### src/rtl/pipe_pkg.sv
// Shared types and constants for the pipeline hazard/forwarding controller.
package pipe_pkg;

  localparam int unsigned PIPE_AW = 4;

  localparam logic [1:0] FWD_RF  = 2'd0;
  localparam logic [1:0] FWD_MEM = 2'd1;
  localparam logic [1:0] FWD_WB  = 2'd2;

  typedef struct packed {
    logic               valid;
    logic [PIPE_AW-1:0] dst;
    logic               wr_en;
    logic               is_load;
  } stage_entry_t;

endpackage

### src/rtl/pipe_hazard_ctrl_if.sv
// ID-stage request and hazard-control response bundle between decode and the controller.
interface pipe_hazard_ctrl_if
  import pipe_pkg::*;
#(
  parameter int unsigned AW      = PIPE_AW,
  parameter int unsigned NUM_SRC = 2,
  parameter int unsigned CNT_W   = 16
);
  logic                   id_valid;
  logic [NUM_SRC*AW-1:0]  id_src;
  logic [NUM_SRC-1:0]     id_src_used;
  logic [AW-1:0]          id_dst;
  logic                   id_wr_en;
  logic                   id_is_load;
  logic                   branch_taken;
  logic                   ext_stall;

  logic                   stall_if_id;
  logic                   bubble_ex;
  logic                   flush_if_id;
  logic                   flush_id_ex;
  logic                   freeze_all;
  logic [NUM_SRC*2-1:0]   fwd_sel;
  logic [NUM_SRC-1:0]     id_wb_bypass;
  logic [CNT_W-1:0]       stall_cnt;

  modport master (
    output id_valid, id_src, id_src_used, id_dst, id_wr_en, id_is_load, branch_taken, ext_stall,
    input  stall_if_id, bubble_ex, flush_if_id, flush_id_ex, freeze_all, fwd_sel, id_wb_bypass,
           stall_cnt
  );

  modport slave (
    input  id_valid, id_src, id_src_used, id_dst, id_wr_en, id_is_load, branch_taken, ext_stall,
    output stall_if_id, bubble_ex, flush_if_id, flush_id_ex, freeze_all, fwd_sel, id_wb_bypass,
           stall_cnt
  );
endinterface

### src/rtl/pipe_match.sv
// Producer/consumer register match for one stage entry; PIPE_ZERO_REG_EN makes r0 never match.
module pipe_match
  import pipe_pkg::*;
(
  input  stage_entry_t       entry,
  input  logic [PIPE_AW-1:0] addr,
  output logic               hit
);

  always_comb begin
    hit = entry.valid && entry.wr_en && (entry.dst == addr);
`ifdef PIPE_ZERO_REG_EN
    if (addr == '0) hit = 1'b0;
`endif
  end

endmodule

### src/rtl/pipe_hazard_ctrl.sv
// Hazard/forwarding controller tracking EX/MEM/WB shadow entries.
// Optional build macro PIPE_ZERO_REG_EN hardwires r0 (handled in pipe_match).
module pipe_hazard_ctrl
  import pipe_pkg::*;
#(
  parameter int unsigned AW      = PIPE_AW,
  parameter int unsigned NUM_SRC = 2,
  parameter int unsigned CNT_W   = 16
) (
  input logic               Clk,
  input logic               Rst,
  pipe_hazard_ctrl_if.slave bus
);

  stage_entry_t          ex_q, ex_d, mem_q, wb_q;
  logic [NUM_SRC*AW-1:0] ex_src_q, ex_src_d;
  logic [NUM_SRC-1:0]    ex_src_used_q, ex_src_used_d;
  logic [CNT_W-1:0]      stall_cnt_q;

  logic [NUM_SRC-1:0]    hit_ex_id, hit_mem_ex, hit_wb_ex, hit_wb_id;
  logic                  load_use;
  logic                  stall_if_id, bubble_ex, flush_if_id, flush_id_ex, freeze_all;
  logic [NUM_SRC*2-1:0]  fwd_sel;
  logic [NUM_SRC-1:0]    id_wb_bypass;

  for (genvar k = 0; k < NUM_SRC; k++) begin : g_src
    pipe_match u_ex_id  (.entry(ex_q),  .addr(bus.id_src[k*AW +: AW]), .hit(hit_ex_id[k]));
    pipe_match u_mem_ex (.entry(mem_q), .addr(ex_src_q[k*AW +: AW]),   .hit(hit_mem_ex[k]));
    pipe_match u_wb_ex  (.entry(wb_q),  .addr(ex_src_q[k*AW +: AW]),   .hit(hit_wb_ex[k]));
    pipe_match u_wb_id  (.entry(wb_q),  .addr(bus.id_src[k*AW +: AW]), .hit(hit_wb_id[k]));
  end

  assign load_use = bus.id_valid && ex_q.is_load && |(bus.id_src_used & hit_ex_id);

  // Everything combinational is held at zero while Rst is high.
  always_comb begin
    stall_if_id  = 1'b0;
    bubble_ex    = 1'b0;
    flush_if_id  = 1'b0;
    flush_id_ex  = 1'b0;
    freeze_all   = 1'b0;
    fwd_sel      = '0;
    id_wb_bypass = '0;
    if (!Rst) begin
      if (bus.ext_stall) begin
        freeze_all = 1'b1;
      end else if (bus.branch_taken) begin
        flush_if_id = 1'b1;
        flush_id_ex = 1'b1;
      end else if (load_use) begin
        stall_if_id = 1'b1;
        bubble_ex   = 1'b1;
      end
      for (int k = 0; k < NUM_SRC; k++) begin
        // A load in MEM is never a forwarding source; load_use keeps it out of reach.
        if (ex_q.valid && ex_src_used_q[k] && hit_mem_ex[k] && !mem_q.is_load) begin
          fwd_sel[k*2 +: 2] = FWD_MEM;
        end else if (ex_q.valid && hit_wb_ex[k]) begin
          fwd_sel[k*2 +: 2] = FWD_WB;
        end
        id_wb_bypass[k] = bus.id_valid && bus.id_src_used[k] && hit_wb_id[k];
      end
    end
  end

  always_comb begin
    ex_d          = '0;
    ex_src_d      = '0;
    ex_src_used_d = '0;
    if (bus.id_valid && !bus.branch_taken && !load_use) begin
      ex_d.valid    = 1'b1;
      ex_d.dst      = bus.id_dst;
      ex_d.wr_en    = bus.id_wr_en;
      ex_d.is_load  = bus.id_is_load;
      ex_src_d      = bus.id_src;
      ex_src_used_d = bus.id_src_used;
    end
  end

  always_ff @(posedge Clk) begin
    if (Rst) begin
      ex_q          <= '0;
      mem_q         <= '0;
      wb_q          <= '0;
      ex_src_q      <= '0;
      ex_src_used_q <= '0;
      stall_cnt_q   <= '0;
    end else begin
      if (!bus.ext_stall) begin
        wb_q          <= mem_q;
        mem_q         <= ex_q;
        ex_q          <= ex_d;
        ex_src_q      <= ex_src_d;
        ex_src_used_q <= ex_src_used_d;
      end
      if ((stall_if_id || freeze_all) && (stall_cnt_q != '1)) begin
        stall_cnt_q <= stall_cnt_q + 1'b1;
      end
    end
  end

  assign bus.stall_if_id  = stall_if_id;
  assign bus.bubble_ex    = bubble_ex;
  assign bus.flush_if_id  = flush_if_id;
  assign bus.flush_id_ex  = flush_id_ex;
  assign bus.freeze_all   = freeze_all;
  assign bus.fwd_sel      = fwd_sel;
  assign bus.id_wb_bypass = id_wb_bypass;
  assign bus.stall_cnt    = stall_cnt_q;

endmodule

### src/flat_wrapper.sv
// flat-port wrapper written by rule: the top's interface ports become plain ports
module pipe_hazard_ctrl_flat import pipe_pkg::*;
#(
  parameter int unsigned AW      = PIPE_AW,
  parameter int unsigned NUM_SRC = 2,
  parameter int unsigned CNT_W   = 16
)
  (Clk, Rst, bus_id_valid, bus_id_src, bus_id_src_used, bus_id_dst, bus_id_wr_en, bus_id_is_load, bus_branch_taken, bus_ext_stall, bus_stall_if_id, bus_bubble_ex, bus_flush_if_id, bus_flush_id_ex, bus_freeze_all, bus_fwd_sel, bus_id_wb_bypass, bus_stall_cnt);
  pipe_hazard_ctrl_if #(.AW(AW), .NUM_SRC(NUM_SRC), .CNT_W(CNT_W)) bus_i ();
  input logic Clk;
  input logic Rst;
  input wire logic [$bits(bus_i.id_valid)-1:0] bus_id_valid;
  input wire logic [$bits(bus_i.id_src)-1:0] bus_id_src;
  input wire logic [$bits(bus_i.id_src_used)-1:0] bus_id_src_used;
  input wire logic [$bits(bus_i.id_dst)-1:0] bus_id_dst;
  input wire logic [$bits(bus_i.id_wr_en)-1:0] bus_id_wr_en;
  input wire logic [$bits(bus_i.id_is_load)-1:0] bus_id_is_load;
  input wire logic [$bits(bus_i.branch_taken)-1:0] bus_branch_taken;
  input wire logic [$bits(bus_i.ext_stall)-1:0] bus_ext_stall;
  output wire logic [$bits(bus_i.stall_if_id)-1:0] bus_stall_if_id;
  output wire logic [$bits(bus_i.bubble_ex)-1:0] bus_bubble_ex;
  output wire logic [$bits(bus_i.flush_if_id)-1:0] bus_flush_if_id;
  output wire logic [$bits(bus_i.flush_id_ex)-1:0] bus_flush_id_ex;
  output wire logic [$bits(bus_i.freeze_all)-1:0] bus_freeze_all;
  output wire logic [$bits(bus_i.fwd_sel)-1:0] bus_fwd_sel;
  output wire logic [$bits(bus_i.id_wb_bypass)-1:0] bus_id_wb_bypass;
  output wire logic [$bits(bus_i.stall_cnt)-1:0] bus_stall_cnt;
  assign bus_i.id_valid = bus_id_valid;
  assign bus_i.id_src = bus_id_src;
  assign bus_i.id_src_used = bus_id_src_used;
  assign bus_i.id_dst = bus_id_dst;
  assign bus_i.id_wr_en = bus_id_wr_en;
  assign bus_i.id_is_load = bus_id_is_load;
  assign bus_i.branch_taken = bus_branch_taken;
  assign bus_i.ext_stall = bus_ext_stall;
  assign bus_stall_if_id = bus_i.stall_if_id;
  assign bus_bubble_ex = bus_i.bubble_ex;
  assign bus_flush_if_id = bus_i.flush_if_id;
  assign bus_flush_id_ex = bus_i.flush_id_ex;
  assign bus_freeze_all = bus_i.freeze_all;
  assign bus_fwd_sel = bus_i.fwd_sel;
  assign bus_id_wb_bypass = bus_i.id_wb_bypass;
  assign bus_stall_cnt = bus_i.stall_cnt;
  pipe_hazard_ctrl #(.AW(AW), .NUM_SRC(NUM_SRC), .CNT_W(CNT_W)) u_core (.Clk(Clk), .Rst(Rst), .bus(bus_i));
endmodule
### config.mk
export PLATFORM = sky130hd
export DESIGN_NAME = pipe_hazard_ctrl_flat
export DESIGN_NICKNAME = d
export VERILOG_FILES = /design/src/rtl/pipe_pkg.sv /design/src/rtl/pipe_hazard_ctrl_if.sv /design/src/rtl/pipe_match.sv /design/src/rtl/pipe_hazard_ctrl.sv /design/src/flat_wrapper.sv
export SDC_FILE = /design/constraint.sdc
export NUM_CORES = 1
export LEC_CHECK = 0
export CORE_AREA = 4 4 87 64
export DETAILED_ROUTE_END_ITERATION = 8
export DIE_AREA = 0 0 91 68
export GPL_ROUTABILITY_DRIVEN = 0
export GPL_TIMING_DRIVEN = 0
export PLACE_DENSITY = 0.77
export SYNTH_ARGS = -nofsm -noshare
export SYNTH_HDL_FRONTEND = slang
export SYNTH_SLANG_ARGS = --single-unit
### constraint.sdc
create_clock -name Clk -period 2.2 [get_ports Clk]
set_input_delay 0.33 -clock Clk [delete_from_list [all_inputs] [get_ports Clk]]
set_output_delay 0.33 -clock Clk [all_outputs]
set_load 0.005 [all_outputs]
==> results.yml, run 1 <==
timing:
  fmax_mhz: 472
  maxSlewViolCount: 0
  hold_viol: 0
  worst_pin_slew_ns: 0.774
  setup_violations: 0
  hold_slack_ns: 0.344
  fin_setup_tns_ns: 0
  period_needed_ns: 2.12
  final.setup_skew_ns: 0.00606
  fin_crit_sh_pct: 96.3
  rsz0062_at_grt: "true"
  slew_headroom_pct: 48.4
floorplan:
  dieArea_sq_mm: 0.00619
  ios: 48
  die_y_microns: 68
  core_area_sq_mm: 0.00473
  start_util_pct: 48.8
  die_x_microns: 91
  rows: 21
worst_setup_path:
  path_class: "input port to output port"
  cp-end-kind: "output port"
  crit_buf_inv: 4
  worst_ep_arrival_time_ns: 1.79
  slowest_stage: "clkbuf_1"
  cp.required_ns: 1.87
  crit_cells: 5
  cp_top_family: "buffers and inverters"
  r2r_cells: 8
  crit_path_start_kind: "input port"
  crit_chain: "buf_6, clkbuf_1, nor3b_2, buf_4, clkdlybuf4s50_1"
  slowest_delay_ns: 0.60
  crit_fanout: 10
synthesis:
  syn_area_sq_mm: 0.00231
  ys.flop_type: "dfxtp_1"
  synth.area.top_cells: "dfxtp_1 (40%), xor2_1 (9.1%), a22o_1 (6.1%)"
  synth_cell_types: 40
  netlist.area_leader.share_pct: 39.9
  yosysSeqAreaShare_pct: 39.9
  yosys_warnings: 0
  synth_edf_count: 0
  syn-instance-count: 246
  synth_area_leader_cell: "dfxtp_1"
  async_flop_share_pct: 0
  syn_area_per_cell_sq_um: 9.37
  ys_ff_latch: 46
  synth_nets: 268
final_layout:
  area_growth_pct: 33.8
  final_area_sq_mm: 0.00309
  antenna_cells: 0
  fillers: 399
  drive_gt1_share_pct: 19.7
  nets: 323
global_route:
  grt_max_degree: 13
  grt_pass1_vias: 1915
  grt.total_usage_pct: 20.4
  grt_remaining_overflow: 0
  grt_pass1_wl_microns: 9810
  antenna_found_initial: 0
route:
  wl_microns: 5960
  dr_total_vias: 1984
  route.detailed.drc: 0
  firstDrtPassIters: 4
  ant_nets: 0
  post_drt_wl_per_cell_microns: 16.7
  dr.first_iter.drc_count: 188
  viasPerCell: 5.56
power:
  p_leak_uw: 0.00133
  switchingPower_uw: 369
  p_per_area_mw_per_mm2: 499
  intPower_uw: 1170
  vdd_ir_drop_max_uv: 324
  comb_power_share_pct: 11.0
  total_power_uw: 1540
  seq_power_share_pct: 55.8
  swShare_pct: 24.0
  pwr-share-clk_pct: 33.2
clocking:
  clk-insertion-delay-late_ns: 0.30
  cts_max_path_buffers: 2
  clock-sinks: 46
  cts_tree: "built"
  clkTransAtPathRegs_ns: 0.08
  htree_levels: 2
  cts_inserted_buffers: 5
  clk_root_buffer_cell: "clkbuf_8"
job:
  cap_violations: 0
hold_path:
  hp-class: "input port to flop"
  hold_depth: 3
placement:
  io_buffers: 45
  dpl-instance-area_sq_mm: 0.00283
  hpwl_microns: 4330
outcome:
  status: "finished clean"
## stage by stage
stage / utilization (%) / instances / setup slack [ns]
after floorplan: - / 246 / 0.268
after detailed placement: 59.8 / 348 / -0.637
final: 65.2 / 357 / 0.0813
after global placement: 59.8 / 348 / -0.592
after global routing: 65.2 / 357 / -0.0145
after CTS: 63.4 / 355 / 0.00191
## synthesized netlist by cell type (all sizes together) (4+ instances only)
master	instances
clkbuf	13
xnor2	13
dfxtp	46
a22o	16
nor4	5
and4	4
nor2	26
mux2i	14
or3	7
nand2	11
a21oi	7
o21ai	10
xor2	24
nand3	7
and3	6
buf	5
## final timing paths
check	start	end	slack, ns
max	bus_ext_stall	bus_flush_if_id	0.08
min	bus_ext_stall	u_core.wb_q[6]	0.34
max reg2reg	u_core.bus.stall_cnt[0]	u_core.bus.stall_cnt[1]	0.13
min reg2reg	u_core.ex_src_used_q[0]	u_core.ex_src_used_q[0]	0.50
## layout make-up
type                            instances  area (sq um)  share of cell area [%]
Multi-Input combinational cell        179          1390                    44.9
Sequential cell                        46           951                    30.8
Timing Repair Buffer                   52           492                    15.9
Buffer                                 14          91.3                    2.96
Clock buffer                            6          82.6                    2.68
Tap cell                               57          71.3                    2.31
Inverter                                3          11.3                   0.365
## cells by family after synthesis
| kind of cell | after synthesis | share of synthesized area, % |
|---|---|---|
| AOI/OAI and AO/OA | 46 | 15.9 |
| xor gates and xnor gates | 37 | 14.1 |
| adders and majority gates | 1 | 0.543 |
| buffers and inverters | 21 | 4.39 |
| DFF | 46 | 39.9 |
| muxes | 14 | 6.08 |
| and+or+nand+nor | 81 | 19.1 |
## cell usage in the layout, fill, tap and decap left out, types with 5 or more instances in the layout
cell type / instances
dlygate4sd2_1: 13
xnor2_2: 7
clkdlybuf4s50_1: 27
nand3_1: 6
mux2i_1: 14
nand2_1: 8
clkbuf_1: 5
dfxtp_2: 9
clkbuf_8: 6
xnor2_1: 6
o21ai_0: 9
dfxtp_1: 32
or3_1: 7
nor2_1: 24
xor2_1: 24
a22o_1: 16
a21oi_1: 7
and3_1: 6
buf_4: 9
dfxtp_4: 5
## registers in the layout, summed over array words and instances (netlist names)
name	count
u_core.bus.stall_cnt	16
u_core.ex_src_q	8
u_core.ex_q	7
u_core.mem_q	7
u_core.wb_q	6
u_core.ex_src_used_q	2
## power by group through the flow
stage	clock network (uW)	registers, uW	logic, uW
after floorplan	0	875	84.0
after global placement	0	879	151
after detailed placement	0	879	154
after CTS	514	861	160
after global routing	554	860	182
final	511	858	169
## tightest hold or removal path, stage by stage
cell,delay [ns]
buf_6,0.12
mux2i_1,0.08
nor2_1,0.07
## metal layers
metal | track usage, % | part of all wire, % | up-vias
met3 | 4.29 | 5.3 | 4
met4 | 6.20 | 0.81 | 0
met1 | 30.5 | 51 | 946
li1 | - | - | 983
met5 | 0 | 0 | -
met2 | 29.2 | 42 | 51
## timing repair
action	CTS	global route
hold buffers	0	0
resized for setup	41	26
setup endpoints to repair	19	13
cloned	0	0
setup buffers	5	2
pin swaps	14	6
No activity file was read; power rests on OpenSTA's default activity.
==> run 2: changes to the inputs <==
--- a/config.mk
+++ b/config.mk
@@ -5,12 +5,11 @@
 export SDC_FILE = /design/constraint.sdc
 export NUM_CORES = 1
 export LEC_CHECK = 0
-export CORE_AREA = 4 4 87 64
+export CORE_AREA = 4 4 110 81
 export DETAILED_ROUTE_END_ITERATION = 8
-export DIE_AREA = 0 0 91 68
+export DIE_AREA = 0 0 114 85
 export GPL_ROUTABILITY_DRIVEN = 0
 export GPL_TIMING_DRIVEN = 0
-export PLACE_DENSITY = 0.77
 export SYNTH_ARGS = -nofsm -noshare
 export SYNTH_HDL_FRONTEND = slang
 export SYNTH_SLANG_ARGS = --single-unit
==> constraint.sdc (replaced) <==
create_clock -name Clk -period 2.2 [get_ports Clk]
set_input_delay 0.55 -clock Clk [delete_from_list [all_inputs] [get_ports Clk]]
set_output_delay 0.55 -clock Clk [all_outputs]
set_load 0.005 [all_outputs]
==> run 2 against run 1 <==
Flip-flop and latch count stayed put. Critical endpoint is now bus_stall_if_id. Sequential power about the same. Critical path type unchanged. Total power increased by 18%. First-iteration DRC count decreased by 37%. Clock-buffer cell count is the same. Largest power group unchanged. Routed wire length is 2.5% higher. Clock power grew 50%. Via count up 1.2%. Final area grew 6.6%. Highest routed layer unchanged. Maximum frequency decreased by 2.9%. Global-route usage decreased by 7.3 points.
==> results.yml, run 2 (synthesis results as in run 1) <==
power:
  total_power_uw: 1820
  pwr-share-clk_pct: 42.2
  switchingPower_uw: 421
  seq_power_share_pct: 47.4
  comb_power_share_pct: 10.4
  intPower_uw: 1400
  p_leak_uw: 0.00137
  p_per_area_mw_per_mm2: 552
  swShare_pct: 23.2
  vdd_ir_drop_max_uv: 264
global_route:
  grt_max_degree: 15
  grt_pass1_vias: 2050
  antenna_found_initial: 0
  grt_remaining_overflow: 0
  grt.total_usage_pct: 13.1
  grt_pass1_wl_microns: 10300
clocking:
  cts_tree: "built"
  cts_hold_buffers: 0
  clk-insertion-delay-late_ns: 0.29
  cts_inserted_buffers: 5
  clk_root_buffer_cell: "clkbuf_16"
  htree_levels: 2
  clock-sinks: 46
  cts_max_path_buffers: 2
  clkTransAtPathRegs_ns: 0.06
route:
  ant_nets: 0
  wl_met1_microns: 3100
  route.detailed.drc: 0
  wl_microns: 6110
  routed.top_layer: "met4"
  dr.first_iter.drc_count: 119
  dr_wl_met3_microns: 172
  route.met2.wl_microns: 2730
  post_drt_wl_per_cell_microns: 15.0
  viasPerCell: 4.92
  dr_total_vias: 2007
  firstDrtPassIters: 4
timing:
  period_needed_ns: 2.18
  setup_violations: 0
  setup_ws_ns: 0.0171
  fmax_mhz: 458
  worst_pin_slew_ns: 0.477
  slew_headroom_pct: 68.2
  fin_setup_tns_ns: 0
  maxSlewViolCount: 0
  rsz0062_at_grt: "true"
  final.setup_skew_ns: 0.00544
  hold_viol: 0
  fin_crit_sh_pct: 99.2
worst_setup_path:
  worst_ep_arrival_time_ns: 1.63
  crit_path_start_kind: "input port"
  slowest_stage: "o22a_1"
  startpoint: "bus_id_src[4]"
  crit_chain: "buf_2, xnor2_2, nand3_2, o22a_1, nor2_4, buf_4, clkdlybuf4s15_2"
  slowest_delay_ns: 0.25
  r2r_start: "u_core.bus.stall_cnt[0]"
  crit_fanout: 3
  cp_top_family: "buffers and inverters"
  cp.required_ns: 1.65
  cp-end-kind: "output port"
  path_class: "input port to output port"
  crit_buf_inv: 3
placement:
  dpl-instance-area_sq_mm: 0.00288
  pre_cts_slack_ns: -0.875
  io_buffers: 45
  hpwl_microns: 4510
final_layout:
  utilization_pct: 42.3
  drive_gt1_share_pct: 27.4
  antenna_cells: 0
  largest_reg_flops: 16
  final_common_cell: "dfxtp_1"
  final_area_sq_mm: 0.00329
  fillers: 751
  nets: 328
  area_growth_pct: 42.6
  most-common-layout-cells: "dfxtp_1 (32), xor2_1 (24), nor2_1 (24), clkdlybuf4s50_1 (24), a22o_1 (16)"
hold_path:
  worstHoldStart: "u_core.wb_q[1]"
  hp-class: "flop to flop"
job:
  cap_violations: 0
floorplan:
  rows: 27
  start_util_pct: 29.7
  die_y_microns: 85
  dieArea_sq_mm: 0.00969
  die_x_microns: 114
  core_area_sq_mm: 0.00777
  ios: 48
outcome:
  status: "finished clean"
run 2: changes by cell type in the layout (fill, tap and decap cells not counted), sizes merged:
cell and delta:
dlymetal6s2s -4, clkinv +1, dlygate4sd2 -6, clkbuf +1, clkinvlp +1, buf +15, clkdlybuf4s50 -3, clkdlybuf4s15 +2
run 2: worst paths after layout:
path / slack [ns] / to / cells past startpoint
worst min register to register: 0.50 / u_core.wb_q[1] / 2
worst max-delay path: 0.02 / bus_stall_if_id / 7
worst min-delay path: 0.50 / u_core.wb_q[1] / 2
worst max register to register: 0.15 / u_core.bus.stall_cnt[1] / 8
run 2: repair_timing:
item | CTS | global route
buffers inserted | 12 | 2
pin swaps | 28 | 16
setup endpoints to repair | 30 | 24
cloned | 0 | 0
gates resized for setup | 101 | 21
run 2: metal layers:
metal,global-route usage [%],vias to the layer above
met4,4.85,0
met1,18.9,967
met3,2.28,9
met5,0,-
met2,19.3,34
li1,-,997
run 2: worst register-to-register path, stage by stage, from the launching register on:
cell,delay (ns)
dfxtp_2,0.36
ha_1,0.20
nand3_1,0.13
or2_2,0.34
or2_2,0.35
o21ai_4,0.11
buf_6,0.18
mux2i_1,0.20
nor2_1,0.05
run 2: cell type report:
class	count	area (sq um)	area share [%]
timing repair buffer	58	480	14.6
sequential	46	948	28.8
inverter	3	11.3	0.342
clock inverter	2	12.5	0.381
multi-input combinational	179	1410	43.0
clock buffer	6	139	4.22
buffer	13	156	4.76
tap	101	126	3.84
run 2: power groups by stage:
stage,clock [uW],combinational [uW],sequential [uW]
final,766,190,860
after global routing,828,206,862
after CTS,790,183,862
after detailed placement,0,154,880
after global placement,0,153,880
after floorplan,0,84.3,875
run 2: through the flow:
step / std cells / hold slack [ns]
6_report: 408 / 0.502
5_1_grt: 408 / 0.526
4_1_cts: 407 / 0.500
3_5_place_dp: 392 / 0.487
3_3_place_gp: 392 / 0.477
2_1_floorplan: 246 / 0.449
